`config.mk`:
```
export PLATFORM = sky130hd
export DESIGN_NAME = div_operand_queue
export DESIGN_NICKNAME = d
export VERILOG_FILES = /design/src/rtl/div_operand_queue.sv
export SDC_FILE = /design/constraint.sdc
export NUM_CORES = 1
export LEC_CHECK = 0
export ABC_AREA = 1
export CAP_MARGIN = 20
export CORE_MARGIN = 2
export CORE_UTILIZATION = 53
export DETAILED_ROUTE_END_ITERATION = 10
export PLACE_DENSITY = 0.77
export SETUP_SLACK_MARGIN = 0.02
export SYNTH_ARGS = -nofsm -noshare
export SYNTH_HDL_FRONTEND = slang
export SYNTH_SLANG_ARGS = --single-unit
```
`constraint.sdc`:
```
create_clock -name clock -period 5.04 [get_ports clock]
set_input_delay 0.504 -clock clock [delete_from_list [all_inputs] [get_ports clock]]
set_output_delay 0.504 -clock clock [all_outputs]
set_load 0.02 [all_outputs]
```
`src/rtl/div_operand_queue.sv`:
```
// Operand FIFO and issue/tracking pipeline in front of the one-cycle divider.
// Screens divide-by-zero and MIN_INT/-1 pairs and corrects the divider's q/r.
module div_operand_queue #(
    parameter int WIDTH = 32,
    parameter int DEPTH = 4
) (
    input  logic                       clock,
    input  logic                       reset_n,
    input  logic                       in_valid,
    output logic                       in_ready,
    input  logic [WIDTH-1:0]           in_dividend,
    input  logic [WIDTH-1:0]           in_divisor,
    input  logic                       issue_en,
    output logic [WIDTH-1:0]           data1,
    output logic [WIDTH-1:0]           data2,
    input  logic [WIDTH-1:0]           div_q,
    input  logic [WIDTH-1:0]           div_r,
    output logic                       res_valid,
    output logic [WIDTH-1:0]           res_q,
    output logic [WIDTH-1:0]           res_r,
    output logic                       res_dz,
    output logic                       res_ovf,
    output logic [$clog2(DEPTH+1)-1:0] level
);
    localparam int AW = $clog2(DEPTH);
    localparam int LW = $clog2(DEPTH+1);
    localparam logic [WIDTH-1:0] MIN_INT = {1'b1, {(WIDTH-1){1'b0}}};
    localparam logic [WIDTH-1:0] ONE     = {{(WIDTH-1){1'b0}}, 1'b1};

    logic [WIDTH-1:0] r_mem_a [DEPTH];
    logic [WIDTH-1:0] r_mem_b [DEPTH];
    logic [AW-1:0]    r_wr_ptr;
    logic [AW-1:0]    r_rd_ptr;
    logic [LW-1:0]    r_level;

    logic [WIDTH-1:0] r_data1;
    logic [WIDTH-1:0] r_data2;
    logic             r_s1_valid;
    logic             r_s1_dz;
    logic             r_s1_ovf;

    logic             r_s2_valid;
    logic             r_s2_dz;
    logic             r_s2_ovf;
    logic [WIDTH-1:0] r_s2_dividend;

    logic             w_push;
    logic             w_pop;
    logic [WIDTH-1:0] w_head_a;
    logic [WIDTH-1:0] w_head_b;
    logic             w_dz;
    logic             w_ovf;

    assign in_ready = (r_level != LW'(DEPTH));
    assign level    = r_level;
    assign data1    = r_data1;
    assign data2    = r_data2;

    assign w_push   = in_valid && in_ready;
    assign w_pop    = (r_level != '0) && issue_en;
    assign w_head_a = r_mem_a[r_rd_ptr];
    assign w_head_b = r_mem_b[r_rd_ptr];
    assign w_dz     = (w_head_b == '0);
    assign w_ovf    = (w_head_a == MIN_INT) && (w_head_b == '1);

    // Storage needs no reset; pointers and level define validity.
    always_ff @(posedge clock) begin
        if (w_push) begin
            r_mem_a[r_wr_ptr] <= in_dividend;
            r_mem_b[r_wr_ptr] <= in_divisor;
        end
    end

    always_ff @(posedge clock) begin
        if (!reset_n) begin
            r_wr_ptr <= '0;
            r_rd_ptr <= '0;
            r_level  <= '0;
        end else begin
            if (w_push)
                r_wr_ptr <= r_wr_ptr + AW'(1);
            if (w_pop)
                r_rd_ptr <= r_rd_ptr + AW'(1);
            if (w_push && !w_pop)
                r_level <= r_level + LW'(1);
            else if (!w_push && w_pop)
                r_level <= r_level - LW'(1);
        end
    end

    // Issue stage: the divider never sees a zero divisor.
    always_ff @(posedge clock) begin
        if (!reset_n) begin
            r_data1    <= '0;
            r_data2    <= ONE;
            r_s1_valid <= 1'b0;
            r_s1_dz    <= 1'b0;
            r_s1_ovf   <= 1'b0;
        end else if (w_pop) begin
            r_data1    <= w_head_a;
            r_data2    <= (w_dz || w_ovf) ? ONE : w_head_b;
            r_s1_valid <= 1'b1;
            r_s1_dz    <= w_dz;
            r_s1_ovf   <= w_ovf;
        end else begin
            r_s1_valid <= 1'b0;
            r_s1_dz    <= 1'b0;
            r_s1_ovf   <= 1'b0;
        end
    end

    // Tracking stage lines up with the divider's registered q/r.
    always_ff @(posedge clock) begin
        if (!reset_n) begin
            r_s2_valid    <= 1'b0;
            r_s2_dz       <= 1'b0;
            r_s2_ovf      <= 1'b0;
            r_s2_dividend <= '0;
        end else begin
            r_s2_valid    <= r_s1_valid;
            r_s2_dz       <= r_s1_dz;
            r_s2_ovf      <= r_s1_ovf;
            r_s2_dividend <= r_data1;
        end
    end

    always_comb begin
        res_valid = r_s2_valid;
        res_dz    = r_s2_valid && r_s2_dz;
        res_ovf   = r_s2_valid && r_s2_ovf;
        res_q     = div_q;
        res_r     = div_r;
        if (r_s2_dz) begin
            res_q = '1;
            res_r = r_s2_dividend;
        end
    end
endmodule

```
==> out/metrics.cfg <==
[timing]
setup_viol = 0
slew_headroom_pct = 31.4
fmax_mhz = 268
period_share_pct = 74.1
tns_ps = 0
post-route-min-period_ps = 3740
skew_ps = 18.1
finalMaxSlewViolations = 0
hold_violations = 0
fin_hold_ws_ps = 417
worstMarginPinSlew_ps = 1030
rsz0062_at_grt = false

[floorplan]
rows = 61
initial_core_util_pct = 53.7
io_pins = 267
die_h_um = 172
dieArea_sq_um = 29500
core_area_sq_um = 27800
die_w_um = 172

[cells_and_area]
nets = 1871
syn_to_final_growth_pct = 26.9
fin_area_sq_um = 18900
drive_gt1_share_pct = 7.96
final-seq-area_sq_um = 9920
fillers = 2131
multiInputGateArea_sq_um = 4110

[clock_tree]
clk_latency_ps = 510
hold_buffers = 0
cts_buffer_depth = 3
cts_inserted_buffers = 37
cts_tree = built
clk_root_buffer_cell = clkbuf_16
ctsResizeCount = 0
path_clk_slew_ps = 60
cts.sinks = 367
post_cts.repair.setup_buffers = 0
cts_htree_levels = 2

[grt]
grt_overflow = 0
grt_max_degree = 77
grt_pass1_vias = 10800
grt.total_usage_pct = 26.8
grt_pass1_wl_um = 59800
antenna_found_initial = 3

[logic_synthesis]
yosysWarnings = 0
yosys.cell_count.top_type = nand2_1
syn_inst = 1490
synth_cell_types = 27
synth_area_sq_um = 14900
synth_top_area_cell = edfxtp_1
synthTopCellsByCount = nand2_1 (547), edfxtp_1 (256), nand3_1 (125)
synth-edff-count = 256
ys_seq_elements = 367
async_reset_ff_share_pct = 0
synth.avg_cell_area_sq_um = 10.0
synthTopCellsByArea = edfxtp_1 (51%), dfxtp_1 (15%), nand2_1 (14%), nand3_1 (4.2%), inv_1 (3.1%)
synth_top_area_share_pct = 51.5
synth_ff_type = edfxtp_1
ys_seq_area_share_pct = 66.4
synth.net_count = 1628

[power]
pwr-share-seq_pct = 43.0
p_int_mw = 6.20
finalPower_mw = 9.25
p_per_area_nw_per_um2 = 488
p_leak_nw = 7.79
p_sw_mw = 3.05
peakVddDrop_mv = 0.282
pwr-share-clk_pct = 28.4
switching_share_pct = 33.0
comb_power_share_pct = 28.6

[setup_path]
end_kind = flip-flop
crit_top_cell = nand2_1
cp-start-kind = flip-flop
r2r_slack_ps = 1300
arrival_ps = 4130
path_cells = inv_4 > buf_4 > nand2_1 > nand3_1 > nand2_1 > nor2_1 > nand2_1 > nor2_1 > nand2_1 > nor2_1 > nand2_2 > nand3_1 > a21oi_1
crit_type = reg2reg
slowest_stage = nand2_2
critical_path_buf_inv_count = 2
max_stage_delay_ps = 590
crit_family = simple AND/OR/NAND/NOR gates
crit_fanout = 68
critical_path_required_ps = 5440

[drt]
vias = 11200
drc = 0
final_antenna_net_count = 0
dr.pass1.iters = 5
avgViaCountPerCell = 5.26
wl_per_cell_um = 18.8
drt-initial-drc-count = 953
routed_wl_um = 40100

[min_path]
hold_path_class = reg2reg

[place]
place_area_sq_um = 17800
hpwl_um = 26400
globalplace.congestion = 0.846
numPortBuffers = 266

[outcome]
status = completed

[flow_run]
cap_violations = 0

-- power groups by stage --
stage / clock network [mW] / logic (mW) / registers, mW
floorplan: 0 / 1.42 / 4.16
global route: 2.76 / 2.89 / 4.02
finish: 2.63 / 2.65 / 3.97
CTS: 2.65 / 2.64 / 3.98
global placement: 0 / 2.57 / 4.02
detailed placement: 0 / 2.62 / 4.04
-- through the flow --
stage / worst slack, ps / cells / util, %
CTS: 1260 / 2135 / 68.1
detailed placement: 1300 / 2071 / 63.9
floorplan: 837 / 1490 / -
global placement: 1360 / 2071 / 63.9
finish: 1300 / 2138 / 68.2
global route: 986 / 2138 / 68.2
-- path summary, 6_finish.rpt --
kind | to | cells after the start | startpoint
setup reg to reg | data2[6] | 13 | flip-flop
setup / recovery | data2[6] | 13 | flip-flop
hold / removal | res_valid | 2 | r_s1_valid
hold reg to reg | res_valid | 2 | r_s1_valid
-- cell families after synthesis --
family | synth area share, %
buffers and inverters | 6.42
adder cells (fa/ha/maj) | 0.553
AO/OA/AOI/OAI | 3.03
AND/OR/NAND/NOR | 23.6
flip-flops | 66.4
-- cells in the final DEF, fill, tap and decap left out, types with 13 or more instances in the layout --
cell type,n
nand3_1,125
edfxtp_1,256
nand2_1,547
o21ai_0,34
nand3_2,29
a21oi_1,40
nor2_1,76
clkbuf_1,13
inv_1,124
buf_4,16
or2_2,32
dfxtp_1,108
clkbuf_16,38
clkdlybuf4s50_1,266
-- tightest hold or removal path, cell delays in order, from the launching register on --
cell and delay [ps]:
dfxtp_1 310, nand2_1 50, inv_1 40
-- per-layer routing --
layer	wire [um]	GRT usage [%]	part of all wire [%]	up-vias
met5	13	0	0.032	-
met4	1580	12.6	3.9	2
met3	3750	5.04	9.4	94
met2	19000	43.8	47	559
met1	15800	34.9	39	5254
li1	-	-	-	5327
-- registers in the layout, summed over array words and instances, names as in the netlist, 2 cells and up, named ones only --
name,cells
data1,32
data2,32
level,3
r_mem_a,128
r_mem_b,128
r_rd_ptr,2
r_s2_dividend,32
r_wr_ptr,2
-- cell type report --
class,count,share of cell area [%]
Multi-Input combinational cell,915,21.7
Clock inverter,9,0.489
Inverter,129,2.57
Tap cell,378,2.50
Sequential cell,367,52.3
Timing Repair Buffer,283,14.8
Clock buffer,55,5.57
Antenna cell,2,0.0264
Power figures use the tool's default switching activity.
